## config.mk

```make
export PLATFORM = sky130hd
export DESIGN_NAME = attn_tile_scheduler
export DESIGN_NICKNAME = d
export VERILOG_FILES = /design/src/rtl/attn_tile_scheduler_pkg.sv /design/src/rtl/attn_tile_scheduler_addr_gen.sv /design/src/rtl/attn_tile_scheduler.sv
export SDC_FILE = /design/constraint.sdc
export NUM_CORES = 1
export LEC_CHECK = 0
export ABC_AREA = 0
export ABC_CLOCK_PERIOD_IN_PS = 1900
export BUFFER_PORTS_ARGS = -buffer_cell sky130_fd_sc_hd__buf_2
export CAP_MARGIN = 20
export CORE_MARGIN = 2
export CORE_UTILIZATION = 40
export DETAILED_ROUTE_END_ITERATION = 6
export GPL_ROUTABILITY_DRIVEN = 1
export PLACE_DENSITY_LB_ADDON = 0.12
export REMOVE_ABC_BUFFERS = 1
export SLEW_MARGIN = 20
export SYNTH_ARGS = -nofsm -noshare
export SYNTH_HDL_FRONTEND = slang
export SYNTH_SLANG_ARGS = --single-unit
```

## constraint.sdc

```tcl
create_clock -name clk -period 1.9 [get_ports clk]
set_input_delay 0.285 -clock clk [delete_from_list [all_inputs] [get_ports clk]]
set_output_delay 0.285 -clock clk [all_outputs]
set_load 0.1 [all_outputs]
```

## src/rtl/attn_tile_scheduler_pkg.sv

```systemverilog
// Shared types and defaults for the FlashAttention tile scheduler and the
// memory controller that consumes its command stream.
package attn_tile_scheduler_pkg;

  localparam int DEF_SEQ_LEN   = 64;
  localparam int DEF_NUM_PES   = 8;
  localparam int DEF_ROW_BYTES = 128;

  localparam int ADDR_W        = 32;
  localparam int CMD_ROW_W_MAX = 16;

  typedef logic [ADDR_W-1:0] ADDR;

  localparam ADDR DEF_Q_BASE = 32'h0000_0000;
  localparam ADDR DEF_K_BASE = 32'h0001_0000;
  localparam ADDR DEF_V_BASE = 32'h0002_0000;
  localparam ADDR DEF_O_BASE = 32'h0003_0000;

  typedef enum logic [1:0] {
    CMD_LOAD_Q  = 2'd0,
    CMD_LOAD_K  = 2'd1,
    CMD_LOAD_V  = 2'd2,
    CMD_STORE_O = 2'd3
  } CMD_TYPE_T;

  // One command as seen by the memory controller; row is sized for the
  // largest supported sequence length.
  typedef struct packed {
    CMD_TYPE_T                  cmd_type;
    ADDR                        addr;
    logic [CMD_ROW_W_MAX-1:0]   row;
  } SCHED_CMD_T;

  typedef enum logic [2:0] {
    ST_IDLE      = 3'd0,
    ST_LOAD_Q    = 3'd1,
    ST_STREAM_KV = 3'd2,
    ST_WAIT_O    = 3'd3,
    ST_DRAIN_O   = 3'd4,
    ST_DONE      = 3'd5
  } sched_state_t;

  // True when v is a positive power of two (row stride can then be a shift).
  function automatic bit is_pow2(input int v);
    return (v > 0) && ((v & (v - 1)) == 0);
  endfunction

endpackage

```

## src/rtl/attn_tile_scheduler_addr_gen.sv

```systemverilog
// Byte address of a matrix row: base of the selected matrix plus
// row * ROW_BYTES, wrapping at 32 bits.
module sched_addr_gen
  import attn_tile_scheduler_pkg::*;
#(
  parameter int  ROW_W     = 6,
  parameter int  ROW_BYTES = DEF_ROW_BYTES,
  parameter ADDR Q_BASE    = DEF_Q_BASE,
  parameter ADDR K_BASE    = DEF_K_BASE,
  parameter ADDR V_BASE    = DEF_V_BASE,
  parameter ADDR O_BASE    = DEF_O_BASE
) (
  input  CMD_TYPE_T        i_type,
  input  logic [ROW_W-1:0] i_row,
  output ADDR              o_addr
);

  ADDR w_base;
  ADDR w_offset;

  // Pick the matrix base for the command type.
  always_comb begin
    w_base = Q_BASE;
    case (i_type)
      CMD_LOAD_Q:  w_base = Q_BASE;
      CMD_LOAD_K:  w_base = K_BASE;
      CMD_LOAD_V:  w_base = V_BASE;
      CMD_STORE_O: w_base = O_BASE;
      default:     w_base = Q_BASE;
    endcase
  end

  generate
    if (is_pow2(ROW_BYTES)) begin : g_shift
      localparam int SH = $clog2(ROW_BYTES);
      assign w_offset = ADDR'(i_row) << SH;
    end else begin : g_mult
      assign w_offset = ADDR'(i_row) * ADDR'(ROW_BYTES);
    end
  endgenerate

  assign o_addr = w_base + w_offset;

endmodule

```

## src/rtl/attn_tile_scheduler.sv

```systemverilog
// FlashAttention pass sequencer: per Q tile issues Q row loads, interleaved
// K/V row loads for the whole sequence, then O row stores, over a registered
// valid/ready command channel.
module attn_tile_scheduler
  import attn_tile_scheduler_pkg::*;
#(
  parameter int  SEQ_LEN   = DEF_SEQ_LEN,
  parameter int  NUM_PES   = DEF_NUM_PES,
  parameter int  ROW_BYTES = DEF_ROW_BYTES,
  parameter ADDR Q_BASE    = DEF_Q_BASE,
  parameter ADDR K_BASE    = DEF_K_BASE,
  parameter ADDR V_BASE    = DEF_V_BASE,
  parameter ADDR O_BASE    = DEF_O_BASE,
  localparam int ROW_W     = (SEQ_LEN > 1) ? $clog2(SEQ_LEN) : 1,
  localparam int NUM_TILES = SEQ_LEN / NUM_PES,
  localparam int TILE_W    = (NUM_TILES > 1) ? $clog2(NUM_TILES) : 1
) (
  input  logic              clk,
  input  logic              rst,
  input  logic              start,
  output logic              cmd_vld,
  input  logic              cmd_rdy,
  output logic [1:0]        cmd_type,
  output logic [31:0]       cmd_addr,
  output logic [ROW_W-1:0]  cmd_row,
  input  logic              o_bank_vld,
  output logic [TILE_W-1:0] tile_idx,
  output logic              busy,
  output logic              done
);

  sched_state_t     r_state;
  logic [ROW_W-1:0] r_cnt;
  logic             r_kv_sel;
  logic [TILE_W-1:0] r_tile;
  logic             r_o_pend;
  logic             r_cmd_vld;
  CMD_TYPE_T        r_cmd_type;
  ADDR              r_cmd_addr;
  logic [ROW_W-1:0] r_cmd_row;
  logic             r_busy;
  logic             r_done;

  sched_state_t     w_nxt_state;
  logic [ROW_W-1:0] w_nxt_cnt;
  logic             w_nxt_kv;
  logic [TILE_W-1:0] w_nxt_tile;
  logic             w_nxt_vld;
  CMD_TYPE_T        w_nxt_type;
  logic [ROW_W-1:0] w_nxt_row;
  ADDR              w_nxt_addr;
  logic             w_nxt_busy;
  logic             w_nxt_done;
  logic             w_clr_pend;
  logic             w_xfer;
  logic             w_in_pass;
  logic [ROW_W-1:0] w_tile_base;
  logic             w_last_pe;
  logic             w_last_row;
  logic             w_last_tile;

  assign w_xfer      = r_cmd_vld && cmd_rdy;
  assign w_in_pass   = (r_state != ST_IDLE) && (r_state != ST_DONE);
  assign w_tile_base = ROW_W'(r_tile) * ROW_W'(NUM_PES);
  assign w_last_pe   = (r_cnt == ROW_W'(NUM_PES - 1));
  assign w_last_row  = (r_cnt == ROW_W'(SEQ_LEN - 1));
  assign w_last_tile = (r_tile == TILE_W'(NUM_TILES - 1));

  // Next command is prepared in the same cycle the current one transfers,
  // so the output register refills without a bubble across phase changes.
  always_comb begin
    w_nxt_state = r_state;
    w_nxt_cnt   = r_cnt;
    w_nxt_kv    = r_kv_sel;
    w_nxt_tile  = r_tile;
    w_nxt_vld   = r_cmd_vld;
    w_nxt_type  = r_cmd_type;
    w_nxt_row   = r_cmd_row;
    w_nxt_busy  = r_busy;
    w_nxt_done  = r_done;
    w_clr_pend  = 1'b0;
    case (r_state)
      ST_IDLE, ST_DONE: begin
        if (start) begin
          w_nxt_state = ST_LOAD_Q;
          w_nxt_cnt   = '0;
          w_nxt_kv    = 1'b0;
          w_nxt_tile  = '0;
          w_nxt_vld   = 1'b1;
          w_nxt_type  = CMD_LOAD_Q;
          w_nxt_row   = '0;
          w_nxt_busy  = 1'b1;
          w_nxt_done  = 1'b0;
        end
      end
      ST_LOAD_Q: begin
        if (w_xfer) begin
          if (w_last_pe) begin
            w_nxt_state = ST_STREAM_KV;
            w_nxt_cnt   = '0;
            w_nxt_kv    = 1'b0;
            w_nxt_type  = CMD_LOAD_K;
            w_nxt_row   = '0;
          end else begin
            w_nxt_cnt = r_cnt + 1'b1;
            w_nxt_row = r_cmd_row + 1'b1;
          end
        end
      end
      ST_STREAM_KV: begin
        if (w_xfer) begin
          if (!r_kv_sel) begin
            w_nxt_kv   = 1'b1;
            w_nxt_type = CMD_LOAD_V;
          end else if (w_last_row) begin
            w_nxt_kv = 1'b0;
            if (r_o_pend) begin
              w_nxt_state = ST_DRAIN_O;
              w_nxt_cnt   = '0;
              w_nxt_type  = CMD_STORE_O;
              w_nxt_row   = w_tile_base;
              w_clr_pend  = 1'b1;
            end else begin
              w_nxt_state = ST_WAIT_O;
              w_nxt_vld   = 1'b0;
            end
          end else begin
            w_nxt_kv   = 1'b0;
            w_nxt_cnt  = r_cnt + 1'b1;
            w_nxt_type = CMD_LOAD_K;
            w_nxt_row  = r_cnt + 1'b1;
          end
        end
      end
      ST_WAIT_O: begin
        if (r_o_pend) begin
          w_nxt_state = ST_DRAIN_O;
          w_nxt_cnt   = '0;
          w_nxt_vld   = 1'b1;
          w_nxt_type  = CMD_STORE_O;
          w_nxt_row   = w_tile_base;
          w_clr_pend  = 1'b1;
        end
      end
      ST_DRAIN_O: begin
        if (w_xfer) begin
          if (w_last_pe) begin
            if (w_last_tile) begin
              w_nxt_state = ST_DONE;
              w_nxt_vld   = 1'b0;
              w_nxt_busy  = 1'b0;
              w_nxt_done  = 1'b1;
            end else begin
              w_nxt_state = ST_LOAD_Q;
              w_nxt_cnt   = '0;
              w_nxt_tile  = r_tile + 1'b1;
              w_nxt_type  = CMD_LOAD_Q;
              w_nxt_row   = r_cmd_row + 1'b1;
            end
          end else begin
            w_nxt_cnt = r_cnt + 1'b1;
            w_nxt_row = r_cmd_row + 1'b1;
          end
        end
      end
      default: begin
        w_nxt_state = ST_IDLE;
        w_nxt_vld   = 1'b0;
        w_nxt_busy  = 1'b0;
        w_nxt_done  = 1'b0;
      end
    endcase
  end

  sched_addr_gen #(
    .ROW_W     (ROW_W),
    .ROW_BYTES (ROW_BYTES),
    .Q_BASE    (Q_BASE),
    .K_BASE    (K_BASE),
    .V_BASE    (V_BASE),
    .O_BASE    (O_BASE)
  ) u_addr_gen (
    .i_type (w_nxt_type),
    .i_row  (w_nxt_row),
    .o_addr (w_nxt_addr)
  );

  // State, counters and the registered command/status outputs.
  always_ff @(posedge clk) begin
    if (rst) begin
      r_state    <= ST_IDLE;
      r_cnt      <= '0;
      r_kv_sel   <= 1'b0;
      r_tile     <= '0;
      r_cmd_vld  <= 1'b0;
      r_cmd_type <= CMD_LOAD_Q;
      r_cmd_addr <= '0;
      r_cmd_row  <= '0;
      r_busy     <= 1'b0;
      r_done     <= 1'b0;
    end else begin
      r_state    <= w_nxt_state;
      r_cnt      <= w_nxt_cnt;
      r_kv_sel   <= w_nxt_kv;
      r_tile     <= w_nxt_tile;
      r_cmd_vld  <= w_nxt_vld;
      r_cmd_type <= w_nxt_type;
      r_cmd_addr <= w_nxt_addr;
      r_cmd_row  <= w_nxt_row;
      r_busy     <= w_nxt_busy;
      r_done     <= w_nxt_done;
    end
  end

  // Sticky "drain bank ready" flag; clearing on DRAIN_O entry wins over a
  // pulse in the same cycle, which is an absorbed duplicate.
  always_ff @(posedge clk) begin
    if (rst) begin
      r_o_pend <= 1'b0;
    end else if (w_clr_pend) begin
      r_o_pend <= 1'b0;
    end else if (o_bank_vld && w_in_pass) begin
      r_o_pend <= 1'b1;
    end
  end

  assign cmd_vld  = r_cmd_vld;
  assign cmd_type = r_cmd_type;
  assign cmd_addr = r_cmd_addr;
  assign cmd_row  = r_cmd_row;
  assign tile_idx = r_tile;
  assign busy     = r_busy;
  assign done     = r_done;

endmodule
```

==> run metrics <==
IO Count=51; Die X=80.7 um; Yosys top cell area share=22.1%; Crit. Startpoint=tile_idx[0]; Post-synth EDFFs=0; Post-synth top flop=dfxtp_1; combinational family with the most area after synthesis=compound AO/OA/AOI/OAI gates; register area share after synthesis=22.1%; ant diodes=0; gr ovfl total=0; RSZ-0062 raised after global routing=yes; Fin Hold WS=0.279 ns; area leader, netlist=dfxtp_1; yosys warns=0; register bit total from synthesis=26; Final Net Count=381; global-route wire length before repair=11400 um; count leader, synth=buf_4; reg2reg start=tile_idx[0]; CP endpoint kind=flop; post-route clock period utilization=103%; Routed Antenna Nets=0; Vias=2459; final hold violation count=0; core area=5610 um^2; Avg Cell Area, Syn=7.62 um^2; WP data arrival=2.15 ns; Lkg Pwr=1.22 nW; crit path time final=1.97 ns; first drt pass iteration count=4; Synth Area in Compound Gates=32.3%; CP Data Required Time=2.09 ns; status=complete, but fails checks; CTS tree=yes; pwr dens=628 nW/um^2; Worst Hold Class=in -> reg; Initial DRC Count=177; Commonest cells post-synth=32 x buf_4, 27 x nand2_1, 26 x dfxtp_1, 25 x o21ai_0, 21 x nor2_1; vias in the first global route=2266; PnR worst setup slack=-0.0651 ns; CP endpoint=r_cnt[4]; drt wl/cell=16.1 um; clock slew at the register clock pins of the worst setup and hold paths=0.10 ns; Layout fillers=575; clk buf depth=2; H-tree Lvls=1; CTS Root Buffer Type=clkbuf_8; Power Total=1.89 mW; RePlAce Congestion=0.896; Simple-Gate Fraction of Synth Area=24.5%; Setup violations, final=6; Async S/R FF share, synth=0%; failing checks=setup timing; fmax=509 MHz; flop2flop setup slack=-0.07 ns; largest net degree at the start of global routing=22; Unique masters post-synth=73; Critical-path top delay cell=dfxtp_2; cells after synthesis=309; startpoint type of the worst setup path=flop; Die Ht=80.7 um; multi-input combinational cell area=1720 um^2; row count=27; Slew Limit Fails=0; Synth Area in Adders=2.13%; area occupied by registers=528 um^2; area delta synth->final=28.0%; PortBufs=26; Initial Utilization=42.0%; classification of the worst setup path=reg -> reg; initial antenna violation count=0; family with the most delay on the worst path=compound AO/OA/AOI/OAI gates; ranking of synthesized cells by area=dfxtp_1 22%, buf_4 10%, o21ai_0 5.3%; Worst path max stage delay=0.36 ns; drt drc=0; Max Cap Viol=0; CP most frequent cell=ha_4; Worst Path Buf+Inv=2; DP Wirelength=5370 um; DR vias/cell=5.55; clk_lat worst skew=0.28 ns; Synth Cell Area=2350 um^2; cells along the critical path=ha_4 > ha_4 > buf_4 > nand4bb_1 > o31a_1 > o211ai_4 > buf_6 > nor2_2 > a32o_1; CTS Buf Count=3; post-synthesis mux area share=1.81%; length in cells of the worst reg-to-reg path=9; clock skew=0.000896 ns; peak supply drop=0.000312 V; CP Depth=9; layout cells sized above 1=34.2%; total routed wirelength=7120 um; CTS hold repair buffers=0; # clock sinks=26; Overall Global Routing Usage=22.7%; CP Max Fanout=3; XOR/XNOR Fraction of Synth Area=1.91%; Total Die Area=6510 um^2; reg-to-reg endpoint=r_cnt[4]
[cells in the final DEF (no fill, tap or decap), types with 3 or more instances in the layout]
master	instances
buf_4	57
nor2_1	19
nor2b_1	3
dfxtp_1	20
o21ai_1	5
conb_1	24
nand2b_1	6
a21oi_1	14
buf_2	26
nor3_1	9
and3_1	4
nand3_1	8
and2_1	5
inv_1	5
nand2_1	27
o21a_1	3
o21ai_0	18
a22oi_1	3
clkbuf_8	4
a21o_1	4
a211oi_1	5
a31oi_1	8
o211ai_1	8
o31a_1	5
dfxtp_2	6
ha_4	3
[tightest hold or removal path, cell delays in order]
cell	delay, ns
buf_2	0.10
o211ai_1	0.08
a21oi_1	0.07
[through the flow]
step                std cells  TNS (ns)  utilization [%]  setup slack, ns  cell area [um^2]
floorplan                 281    -15.11                -           -0.914              2110
global placement          437     -1.61             49.5           -0.201              2780
detailed placement        437     -1.75             49.5           -0.212              2780
CTS                       444    -0.141             52.3          -0.0483              2930
global route              443     -1.08             53.7           -0.114              3010
finish                    443    -0.178             53.7          -0.0651              3010
[where the power goes]
part / internal (mW) / total [mW] / switching, mW
Sequential: 0.572 / 0.615 / 0.0430
Combinational: 0.267 / 0.882 / 0.615
Clock: 0.186 / 0.396 / 0.210
Total: 1.03 / 1.89 / 0.868
[repair_timing]
action | CTS | global route
pin swaps | 10 | 12
endpoints found under the hold margin | 0 | 0
setup buffers | 3 | 0
cloned | 0 | 0
gates resized for setup | 20 | 25
setup endpoints to repair | 19 | 20
[metal layers]
metal / vias to the layer above / wire length (um) / track usage (%)
li1: 1213 / - / -
met1: 1175 / 3290 / 30.9
met2: 64 / 3370 / 37.9
met3: 7 / 371 / 2.25
met4: 0 / 87 / 6.78
met5: - / 0 / 0
[kinds of logic after synthesis]
group,after synthesis
AO/OA/AOI/OAI,108
XOR/XNOR,3
adder cells (fa/ha/maj),4
buffers and inverters,57
flip-flops,26
multiplexers,4
other,1
AND/OR/NAND/NOR,106
[worst min-delay path by stage]
| stage | startpoint | end | slack [ns] | cells past startpoint |
|---|---|---|---|---|
| final | o_bank_vld | r_o_pend | 0.28 | 3 |
| after global routing | o_bank_vld | r_o_pend | 0.29 | 3 |
| after CTS | o_bank_vld | r_o_pend | 0.28 | 3 |
| after detailed placement | busy | busy | 0.48 | 2 |
| after global placement | busy | busy | 0.48 | 2 |
| after floorplan | rst | flop | 0.35 | 1 |
[area by class of cell]
cell class | instances | area share, %
clock buffer | 4 | 1.83
tap | 72 | 2.99
inverter | 6 | 0.748
multi-input combinational | 249 | 57.0
timing repair buffer | 86 | 19.9
sequential | 26 | 17.5
(Power assumes the default switching activity.)
